--- src/rtl/pe_sequential_divider_pkg.sv ---
// Shared types and helpers for the PE sequential restoring divider.
package pe_sequential_divider_pkg;

  typedef enum logic [1:0] {
    IDLE = 2'd0,
    RUN  = 2'd1,
    DONE = 2'd2
  } div_state_t;

  // Counter must be able to represent 0..n inclusive.
  function automatic int cnt_width(input int n);
    return (n < 1) ? 1 : $clog2(n + 1);
  endfunction

endpackage

--- src/rtl/div_restore_step.sv ---
// One restoring-division iteration: shift in a dividend bit, trial-subtract the divisor.
module div_restore_step #(
  parameter int divisor_width = 8
) (
  input  logic [divisor_width:0]   pr,
  input  logic                     dvd_bit,
  input  logic [divisor_width-1:0] divisor,
  output logic [divisor_width:0]   pr_next,
  output logic                     q_bit
);

  logic [divisor_width:0] shifted;
  logic [divisor_width:0] dsr_ext;

  always_comb begin
    shifted = {pr[divisor_width-1:0], dvd_bit};
    dsr_ext = {1'b0, divisor};
    q_bit   = (shifted >= dsr_ext);
    pr_next = q_bit ? (shifted - dsr_ext) : shifted;
  end

endmodule

--- src/rtl/pe_sequential_divider.sv ---
// Multi-cycle unsigned radix-2 restoring divider with start/done handshake.
// Optional zero-divisor fast path when PE_DIV_ZERO_CHECK_EN is defined.
//
// state | meaning
// IDLE  | waiting for start
// RUN   | resolving one quotient bit per clock
// DONE  | results valid for one cycle; start here chains the next operation
module pe_sequential_divider
  import pe_sequential_divider_pkg::*;
#(
  parameter int dividend_width = 8,
  parameter int divisor_width  = 8
) (
  input  logic                      clk,
  input  logic                      reset,
  input  logic                      start,
  input  logic [dividend_width-1:0] dividend,
  input  logic [divisor_width-1:0]  divisor,
  output logic                      busy,
  output logic                      done,
  output logic [dividend_width-1:0] quotient,
  output logic [divisor_width-1:0]  remainder,
  output logic                      div_by_zero
);

  localparam int N  = dividend_width;
  localparam int M  = divisor_width;
  localparam int CW = cnt_width(N);

  div_state_t      state;
  logic [CW-1:0]   cnt;
  logic [N-1:0]    dvd;
  logic [M-1:0]    dsr;
  logic [M:0]      pr;
  logic [M:0]      pr_next;
  logic            q_bit;
  logic [N-1:0]    dvd_shift;

  div_restore_step #(.divisor_width(M)) u_step (
    .pr      (pr),
    .dvd_bit (dvd[N-1]),
    .divisor (dsr),
    .pr_next (pr_next),
    .q_bit   (q_bit)
  );

  // Dividend bits leave at the top while quotient bits fill in from the bottom.
  assign dvd_shift = (dvd << 1) | N'(q_bit);

`ifdef PE_DIV_ZERO_CHECK_EN
  logic dbz_q;
  assign div_by_zero = dbz_q;
`else
  assign div_by_zero = 1'b0;
`endif

  always_ff @(posedge clk or posedge reset) begin
    if (reset) begin
      state     <= IDLE;
      cnt       <= '0;
      dvd       <= '0;
      dsr       <= '0;
      pr        <= '0;
      busy      <= 1'b0;
      done      <= 1'b0;
      quotient  <= '0;
      remainder <= '0;
`ifdef PE_DIV_ZERO_CHECK_EN
      dbz_q     <= 1'b0;
`endif
    end else begin
      case (state)
        IDLE, DONE: begin
          if (start) begin
            dvd <= dividend;
            dsr <= divisor;
            pr  <= '0;
            cnt <= '0;
`ifdef PE_DIV_ZERO_CHECK_EN
            if (divisor == '0) begin
              state     <= DONE;
              busy      <= 1'b0;
              done      <= 1'b1;
              quotient  <= '1;
              remainder <= M'(dividend);
              dbz_q     <= 1'b1;
            end else begin
              state <= RUN;
              busy  <= 1'b1;
              done  <= 1'b0;
            end
`else
            state <= RUN;
            busy  <= 1'b1;
            done  <= 1'b0;
`endif
          end else begin
            state <= IDLE;
            busy  <= 1'b0;
            done  <= 1'b0;
          end
        end
        RUN: begin
          dvd <= dvd_shift;
          pr  <= pr_next;
          cnt <= cnt + CW'(1);
          if (cnt == CW'(N - 1)) begin
            state     <= DONE;
            busy      <= 1'b0;
            done      <= 1'b1;
            quotient  <= dvd_shift;
            remainder <= pr_next[M-1:0];
`ifdef PE_DIV_ZERO_CHECK_EN
            dbz_q     <= 1'b0;
`endif
          end
        end
        default: begin
          state <= IDLE;
          busy  <= 1'b0;
          done  <= 1'b0;
        end
      endcase
    end
  end

endmodule
--- config.mk ---
export PLATFORM = sky130hd
export DESIGN_NAME = pe_sequential_divider
export DESIGN_NICKNAME = d
export VERILOG_FILES = /design/src/rtl/pe_sequential_divider_pkg.sv /design/src/rtl/div_restore_step.sv /design/src/rtl/pe_sequential_divider.sv
export SDC_FILE = /design/constraint.sdc
export NUM_CORES = 1
export LEC_CHECK = 0
export ABC_CLOCK_PERIOD_IN_PS = 4900
export BUFFER_PORTS_ARGS = -buffer_cell sky130_fd_sc_hd__buf_2
export CAP_MARGIN = 15
export CELL_PAD_IN_SITES_DETAIL_PLACEMENT = 1
export CELL_PAD_IN_SITES_GLOBAL_PLACEMENT = 1
export CORE_ASPECT_RATIO = 1.1
export CORE_MARGIN = 5
export CORE_UTILIZATION = 46
export DETAILED_ROUTE_END_ITERATION = 16
export PLACE_DENSITY_LB_ADDON = 0.08
export SLEW_MARGIN = 20
export SYNTH_ARGS = -nofsm -noshare
export SYNTH_HDL_FRONTEND = slang
export SYNTH_SLANG_ARGS = --single-unit
export TNS_END_PERCENT = 50
--- constraint.sdc ---
create_clock -name clk -period 4.9 [get_ports clk]
set_input_delay 1.47 -clock clk [delete_from_list [all_inputs] [get_ports clk]]
set_output_delay 1.47 -clock clk [all_outputs]
set_load 0.02 [all_outputs]
==> out/results.ini, run 1 <==
[final_layout]
area_growth_pct = 14.3
nFillCells = 587
layout-drive-gt1-share = 0.187
multi_input_area_um2 = 1080
final_nets = 311
seq_area_um2 = 1150
num_antenna_cells = 0
final_area_um2 = 2660

[critical_path]
cp_data_required_time_ps = 5130
worstSetupPathType = in -> reg
reg2reg_setup_slack_ps = 2480
crit_arrival_ps = 3060
crit_path_max_fanout = 25
reg2reg_depth = 6
critPathLaunchType = primary input
crit_path_end_kind = flop

[min_path]
worstHoldPathType = reg -> reg
hold_path_depth = 2

[drt]
dr_total_vias = 1950
wl_per_cell_um = 17.4
detail_route.iter0.violations = 96
vias_per_cell = 5.72
drtPass1Iterations = 4
wl_mm = 5.92
drc_errors = 0
ant_nets = 0

[power]
p_clk_frac = 0.125
power.internal_mw = 1.24
powerDensity_nw_per_um2 = 864
p_switching_mw = 1.05
p_leak_nw = 1.27
netSwitchingFraction = 0.459
combPwrFrac = 0.567
power_mw = 2.29
seqPwrFrac = 0.309
ir_drop_mv = 0.356

[synth]
syn_area_um2 = 2320
yosys.area.top_type_share = 0.495
synth_area_leader_cell = dfrtp_1
ys.flop_type = dfrtp_1
synth_fp_nets = 278
ys_types = 47
async_reset_ff_frac = 1.00
syn_inst = 249
synthTopCellsByArea = dfrtp_1, nand2_1, ha_1, o21ai_0, a21oi_1
ys_warn_count = 0
ys_seq_area_frac = 0.495
syn_area_per_cell_um2 = 9.33
synth_edf_count = 0
ys_ff_latch = 46

[clock_network]
root_buffer = clkbuf_8
cts_hold_buf = 0
cts_setup_buffers = 0
htreeDepth = 2
clk_latency_ps = 300
cts_buffer_depth = 2
cts_tree = yes
cts_sinks = 46
cts_resized = 0
cts.clk_slew.worst_paths_ps = 90
cts_buffers = 5

[placed_design]
port_buffers = 36
dpl_cell_area_um2 = 2550
dp_hpwl_mm = 4.14
place.gp.congestion = 0.771
pre_cts_ws_ps = 1730

[timing]
slew_viol_final = 0
hold_viol = 0
worst_slew_pin_slew_ps = 993
relSlewSlack = 0.336
timing.fmax_mhz = 353
fin_ws_ps = 2070
period_minus_slack_ps = 2830
finalCritPeriodShare = 0.578
setup_tns_ps = 0
rsz0062_at_grt = false
fin_worst_skew_ps = 4.06
fin_hold_ws_ps = 476
setup_viol = 0

[floorplan]
core_area_um2 = 4970
fp-row-count = 27
die-width_um = 77.8
fp.dieArea_um2 = 6570
ios = 38
start_util = 0.468
die-height_um = 84.5

[status]
run_status = finished, final reports clean

[global_routing]
track_usage = 0.195
gr-total-overflow = 0
grt_start_max_net_pins = 47
grt_pass1_wl_mm = 10.4
grt_pass1_vias = 2081
antenna_found_initial = 0

[run]
cap_violations = 0

[cell usage in the layout, fill, tap and decap left out, types with 3 or more instances in the layout]
cell type / synthesis / final
buf_2: 1 / 36
ha_1: 9 / 9
nor2_1: 9 / 9
clkbuf_8: 0 / 5
buf_4: 1 / 3
inv_1: 12 / 11
o31ai_1: 6 / 6
dfrtp_1: 46 / 46
nand2b_1: 5 / 5
a31oi_1: 5 / 5
nand3_1: 4 / 4
a21oi_1: 11 / 11
and2_1: 4 / 4
nand2_1: 57 / 57
nor3_1: 3 / 3
a22oi_1: 7 / 7
o21ai_0: 18 / 18
[worst max-delay path: stages]
cell and delay (ps):
buf_2 110, nor2b_2 150, buf_4 210, nor2_1 790
o21ai_0 210, o21ai_0 110
[final cells by class]
cell class / instances / share of cell area
Clock buffer: 7 / 0.0287
Clock inverter: 1 / 0.0113
Inverter: 12 / 0.0174
Multi-Input combinational cell: 178 / 0.405
Sequential cell: 46 / 0.434
Tap cell: 58 / 0.0273
Timing Repair Buffer: 39 / 0.0763
[routing by layer]
metal	track usage	share of wire	routed length [um]
met5	0	0	0
met4	0.0656	0.020	120
met3	0.0418	0.032	191
met2	0.323	0.50	2990
met1	0.251	0.44	2620
[metrics by stage]
step / std cells / utilization
floorplan: 249 / -
global placement: 333 / 0.513
detailed placement: 333 / 0.513
CTS: 341 / 0.534
global route: 341 / 0.535
finish: 341 / 0.535
[cell families after synthesis]
| family | share of synthesized area |
|---|---|
| xor gates and xnor gates | 0.0113 |
| AOI/OAI and AO/OA | 0.216 |
| adders and majority gates | 0.0571 |
| and+or+nand+nor | 0.176 |
| buffers and inverters | 0.0425 |
| other | 0.00161 |
| DFF | 0.495 |
[cells in the mapped netlist (2+ instances only)]
master and number:
nor2b_1 2, o211ai_1 2, dfrtp_1 46, o21ai_0 18
nor3_1 3, nand3_1 4, a211oi_1 2, a41oi_1 2
a31oi_1 5, inv_1 12, and3b_1 2, o31ai_1 6
a31o_2 2, and2_1 4, a21oi_1 11, nand2_1 57
nand2b_1 5, o221ai_1 2, ha_1 9, nand4_1 2
nor2_1 9, a32o_1 2, a22oi_1 7, xnor2_1 2
clkbuf_1 11
[path summary, 6_finish.rpt]
kind	startpoint	end
min in group asynchronous	reset	dsr[1]
setup / recovery	start	cnt[2]
hold reg to reg	quotient[4]	quotient[4]
hold / removal	quotient[4]	quotient[4]
setup reg to reg	cnt[0]	remainder[5]
max in group asynchronous	reset	pr[0]
[power by group through the flow]
stage	Clock [mW]	Sequential, mW	Combinational [mW]
2_1_floorplan	0	0.772	0.889
4_1_cts	0.292	0.709	1.31
5_1_grt	0.313	0.735	1.47
3_5_place_dp	0	0.714	1.30
6_report	0.286	0.708	1.30
3_3_place_gp	0	0.707	1.27
[registers in the layout (all words and copies together), names as in the netlist]
| name | cells |
|---|---|
| dsr | 8 |
| dvd | 8 |
| pr | 8 |
| quotient | 8 |
| remainder | 8 |
| cnt | 4 |
| busy | 1 |
| done | 1 |
No activity file was read; power rests on OpenSTA's default activity.
==> run 2, diff against run 1 <==
ABC_CLOCK_PERIOD_IN_PS = 2530   (was 4900)
CORE_UTILIZATION = 38   (was 46)
clock period = 2.53 ns   (was 4.9 ns; I/O delays follow)
==> run 2 against run 1 <==
Combinational power up 100%. Hold slack worse by 0.85 ps. Critical path depth up 3. Sequential power up 92%. Largest power group unchanged. Final cell count up 7.6%. Clock skew up 4.5 ps. Worst setup slack worse by 1900 ps. Core utilization down 6.9 points. Critical endpoint is now pr[6].
==> out/results.ini, run 2 (synthesis results as in run 1) <==
[critical_path]
regToRegStartpoint = dvd[7]  ; was cnt[0]
critPathLaunchType = flop  ; was primary input
cp_slowest_cell = a2111oi_0  ; was nor2_1
worstSetupPathType = reg -> reg  ; was in -> reg
critPathBufInv = 2  ; unchanged
crit_path_max_fanout = 4  ; was 25
crit_path_end_kind = flop  ; unchanged
crit_chain = inv_1, ha_1, inv_1, fa_1, a211o_1, a2111oi_0, a41o_1, o22ai_1, a21oi_1  ; was buf_2, nor2b_2, buf_4, nor2_1, o21ai_0, o21ai_0
reg2reg_depth = 9  ; was 6
critPathMaxStageDelay_ps = 430  ; was 790 ps
crit_arrival_ps = 2560  ; was 3060 ps
reg2reg_setup_slack_ps = 200  ; was 2480 ps
cp_data_required_time_ps = 2760  ; was 5130 ps
cp_common_cell = inv_1  ; was o21ai_0
timing.rr.end = pr[6]  ; was remainder[5]
cpLargestDelayFamily = compound AO/OA/AOI/OAI gates  ; was simple AND/OR/NAND/NOR gates

[drt]
detail_route.iter0.violations = 90  ; was 96
ant_nets = 0  ; unchanged
vias_per_cell = 5.44  ; was 5.72
wl_per_cell_um = 17.0  ; was 17.4 um
wl_mm = 6.25  ; was 5.92 mm
drtPass1Iterations = 4  ; unchanged
drc_errors = 0  ; unchanged
dr_total_vias = 1997  ; was 1950

[min_path]
worstHoldPathType = in -> async  ; was reg -> reg

[clock_network]
cts_resized = 0  ; unchanged
cts_buffers = 5  ; unchanged
cts_buffer_depth = 2  ; unchanged
htreeDepth = 2  ; unchanged
clk_latency_ps = 300  ; about the same
cts.clk_slew.worst_paths_ps = 90  ; about the same
cts_sinks = 46  ; unchanged
cts_setup_buffers = 0  ; unchanged
cts_tree = yes  ; unchanged
cts_hold_buf = 0  ; unchanged
root_buffer = clkbuf_8  ; unchanged

[placed_design]
place.gp.congestion = 0.844  ; was 0.771
dp_hpwl_mm = 4.61  ; was 4.14 mm
dp.cells = 359  ; was 333
port_buffers = 36  ; unchanged
dpl_cell_area_um2 = 2620  ; was 2550 um2

[final_layout]
final_nets = 318  ; was 311
layout-drive-gt1-share = 0.214  ; was 0.187
layout_common_cells = nand2_1, dfrtp_1, buf_2  ; unchanged
num_antenna_cells = 0  ; unchanged
final_area_um2 = 2720  ; was 2660 um2
area_growth_pct = 17.0  ; was 14.3%
finalNonFillerCells = 367  ; was 341
final_common_cell = nand2_1  ; unchanged
nFillCells = 694  ; was 587

[floorplan]
start_util = 0.398  ; was 0.468
fp-row-count = 29  ; was 27
core_area_um2 = 5840  ; was 4970 um2
die-height_um = 92.0  ; was 84.5 um
die-width_um = 84.6  ; was 77.8 um
fp.dieArea_um2 = 7780  ; was 6570 um2
ios = 38  ; unchanged

[timing]
setup_tns_ps = 0  ; unchanged
setup_viol = 0  ; unchanged
worst_slew_pin_slew_ps = 641  ; was 993 ps
fin_worst_skew_ps = 8.61  ; was 4.06 ps
timing.fmax_mhz = 428
finalCritPeriodShare = 0.923
hold_viol = 0  ; unchanged
slew_viol_final = 0  ; unchanged
rsz0062_at_grt = false  ; unchanged
period_minus_slack_ps = 2330
relSlewSlack = 0.572  ; was 0.336

[power]
p_leak_nw = 1.30  ; was 1.27 nW
power_mw = 4.45  ; was 2.29 mW
ir_drop_mv = 0.593  ; was 0.356 mV
powerDensity_nw_per_um2 = 1640  ; was 864 nW/um2

[global_routing]
grt_start_max_net_pins = 24  ; was 47
track_usage = 0.164  ; was 0.195
antenna_found_initial = 0  ; unchanged
gr-total-overflow = 0  ; unchanged
grt_pass1_wl_mm = 10.4  ; about the same
grt_pass1_vias = 2090  ; was 2081

[run]
cap_violations = 0  ; unchanged

[status]
run_status = finished, final reports clean  ; unchanged

-- run 2: per-stage QoR --
stage          setup WS [ps]  hold WS (ps)  utilization
2_1_floorplan            457           450            -
3_3_place_gp             322           455        0.449
3_5_place_dp             218           457        0.449
4_1_cts                  204           479        0.465
5_1_grt                 51.5           503        0.465
6_report                 195           475        0.465
-- run 2: worst max-delay path by stage --
stage	start	end	slack, ps	cells after the start
5_1_grt	dvd[7]	pr[6]	50	9
6_report	dvd[7]	pr[6]	200	9
3_3_place_gp	pr[0]	pr[5]	320	7
2_1_floorplan	dvd[7]	pr[6]	460	9
3_5_place_dp	dvd[7]	remainder[6]	220	9
4_1_cts	dvd[7]	pr[6]	200	9
-- run 2: final cells by class --
cell class	count	area, um2	area share
clock inverter	2	12.5	0.00460
sequential	46	1150	0.423
timing repair buffer	46	255	0.0939
tap	77	96.3	0.0354
inverter	12	45.0	0.0166
clock buffer	6	82.6	0.0304
multi-input combinational	178	1080	0.396
-- run 2: power by group --
| group | switching (mW) | internal, mW | leakage (nW) |
|---|---|---|---|
| logic | 1.58 | 1.03 | 0.703 |
| registers | 0.245 | 1.12 | 0.551 |
| clock network | 0.257 | 0.220 | 0.0472 |
-- run 2: per-layer routing --
layer | vias to the layer above | routed length [um] | part of all wire | global-route usage
met5 | - | 0 | 0 | 0
met4 | 0 | 83 | 0.013 | 0.0422
met3 | 10 | 265 | 0.042 | 0.0403
met2 | 35 | 3110 | 0.50 | 0.276
met1 | 1000 | 2800 | 0.45 | 0.212
li1 | 952 | - | - | -
==> run 3, diff against run 2 <==
CORE_UTILIZATION = 35   (was 38)
==> run 3 against run 2 <==
Total power increased by 1.5%. Critical path depth unchanged. Combinational power about the same. Sequential share of layout area decreased by 0.37 points. Clock skew increased by 0.90 ps. Cell area increased by 0.87%. Sequential power about the same. Die area increased by 7.6%. First-iteration DRC count decreased by 37%. Register-to-register slack improved by 50 ps. Core utilization decreased by 4.5 points.
==> out/results.ini, run 3 (synthesis results as in run 1) <==
[status]
run_status = finished, final reports clean  ; unchanged

[clock_network]
cts_buffers = 5  ; unchanged
cts_tree = yes  ; unchanged
cts_hold_buf = 0  ; unchanged
root_buffer = clkbuf_8  ; unchanged
cts_resized = 0  ; unchanged
cts_buffer_depth = 2  ; unchanged
cts_sinks = 46  ; unchanged
cts_setup_buffers = 0  ; unchanged
htreeDepth = 2  ; unchanged
cts.clk_slew.worst_paths_ps = 100  ; was 90 ps
clk_latency_ps = 310  ; was 300 ps

[critical_path]
cp_data_required_time_ps = 2760  ; about the same
critPathMaxStageDelay_ps = 420  ; was 430 ps
crit_path_max_fanout = 4  ; unchanged
reg2reg_depth = 9  ; unchanged
cp_slowest_cell = a2111oi_0  ; unchanged
crit_chain = inv_1, ha_1, inv_1, fa_1, a211o_1, a2111oi_0, a41o_1, o22ai_1, a21oi_1  ; unchanged
critPathLaunchType = flop  ; unchanged
crit_arrival_ps = 2510  ; was 2560 ps
cpLargestDelayFamily = compound AO/OA/AOI/OAI gates  ; unchanged
cp_common_cell = inv_1  ; unchanged
cp.depth = 9  ; unchanged
critPathBufInv = 2  ; unchanged
worstSetupPathType = reg -> reg  ; unchanged
crit_path_end_kind = flop  ; unchanged

[final_layout]
num_antenna_cells = 0  ; unchanged
final_nets = 318  ; unchanged
area_growth_pct = 18.0  ; was 17.0%
finalNonFillerCells = 372  ; was 367
layout-drive-gt1-share = 0.214  ; unchanged
final_common_cell = nand2_1  ; unchanged
layout_common_cells = nand2_1, dfrtp_1, buf_2  ; unchanged

[drt]
drc_errors = 0  ; unchanged
dr_total_vias = 1998  ; was 1997
wl_per_cell_um = 16.8  ; was 17.0 um
vias_per_cell = 5.37  ; was 5.44
detail_route.iter0.violations = 57  ; was 90
ant_nets = 0  ; unchanged
drtPass1Iterations = 4  ; unchanged
wl_mm = 6.24  ; was 6.25 mm

[placed_design]
port_buffers = 36  ; unchanged
pre_cts_ws_ps = 267  ; was 218 ps
place.gp.congestion = 0.866  ; was 0.844
dp_hpwl_mm = 4.54  ; was 4.61 mm
dp.cells = 364  ; was 359

[floorplan]
fp.dieArea_um2 = 8370  ; was 7780 um2
start_util = 0.357  ; was 0.398
fp-row-count = 31  ; was 29
die-height_um = 95.5  ; was 92.0 um
die-width_um = 87.7  ; was 84.6 um
ios = 38  ; unchanged
core_area_um2 = 6520  ; was 5840 um2

[global_routing]
grt_pass1_vias = 2118  ; was 2090
grt_pass1_wl_mm = 10.6  ; was 10.4 mm
gr-total-overflow = 0  ; unchanged
track_usage = 0.163  ; was 0.164
antenna_found_initial = 0  ; unchanged
grt_start_max_net_pins = 26  ; was 24

[power]
ir_drop_mv = 0.565  ; was 0.593 mV
powerDensity_nw_per_um2 = 1650  ; was 1640 nW/um2
p_leak_nw = 1.31  ; was 1.30 nW

[timing]
worst_slew_pin_slew_ps = 605  ; was 641 ps
rsz0062_at_grt = false  ; unchanged
relSlewSlack = 0.596  ; was 0.572
finalCritPeriodShare = 0.903  ; was 0.923
timing.fmax_mhz = 438  ; was 428 MHz
fin_ws_ps = 246  ; was 195 ps
period_minus_slack_ps = 2280  ; was 2330 ps
fin_worst_skew_ps = 9.50  ; was 8.61 ps
hold_viol = 0  ; unchanged
setup_tns_ps = 0  ; unchanged
setup_viol = 0  ; unchanged
slew_viol_final = 0  ; unchanged

[run]
cap_violations = 0  ; unchanged

[min_path]
worstHoldPathType = in -> async  ; unchanged

==> run 3: cell type report <==
| type | instances | area (um2) |
|---|---|---|
| Fill cell | 778 | 3770 |
| Inverter | 12 | 45.0 |
| Timing Repair Buffer | 46 | 255 |
| Clock buffer | 5 | 68.8 |
| Tap cell | 82 | 103 |
| Clock inverter | 3 | 43.8 |
| Sequential cell | 46 | 1150 |
| Multi-Input combinational cell | 178 | 1080 |
==> run 3: where the power goes <==
group | switching [mW] | leakage, nW | internal [mW]
logic | 1.56 | 0.702 | 1.04
clock network | 0.271 | 0.0585 | 0.296
registers | 0.236 | 0.551 | 1.12
total | 2.07 | 1.31 | 2.45
==> run 3: path summary, 6_finish.rpt <==
check | end | start | slack, ps
min reg2reg | quotient[4] | quotient[4] | 480
min in group clk | quotient[4] | quotient[4] | 480
max | remainder[6] | dvd[7] | 250
min | dvd[1] | reset | 470
max reg2reg | remainder[6] | dvd[7] | 250
max in group asynchronous | dsr[7] | reset | 1460
==> run 3: worst register-to-register path: cells and delay by family, from the launching register on <==
| family | cells | cell delay (ps) |
|---|---|---|
| AOI/OAI and AO/OA | 5 | 1140 |
| adders and majority gates | 2 | 570 |
| DFF | 1 | 370 |
| buffers and inverters | 2 | 140 |
==> run 3: per-layer routing <==
layer,share of wire,GRT usage
met5,0,0
met4,0.017,0.0588
met3,0.036,0.0303
met2,0.50,0.275
met1,0.45,0.208
==> run 3: stage by stage <==
step           utilization  hold WS [ps]  total power, mW  instance area, um2
3_3_place_gp         0.404           456             3.96                2630
2_1_floorplan            -           450             3.22                2320
3_5_place_dp         0.404           461             4.00                2630
4_1_cts              0.421           485             4.60                2740
5_1_grt              0.421           511             4.95                2740
6_report             0.421           474             4.52                2740
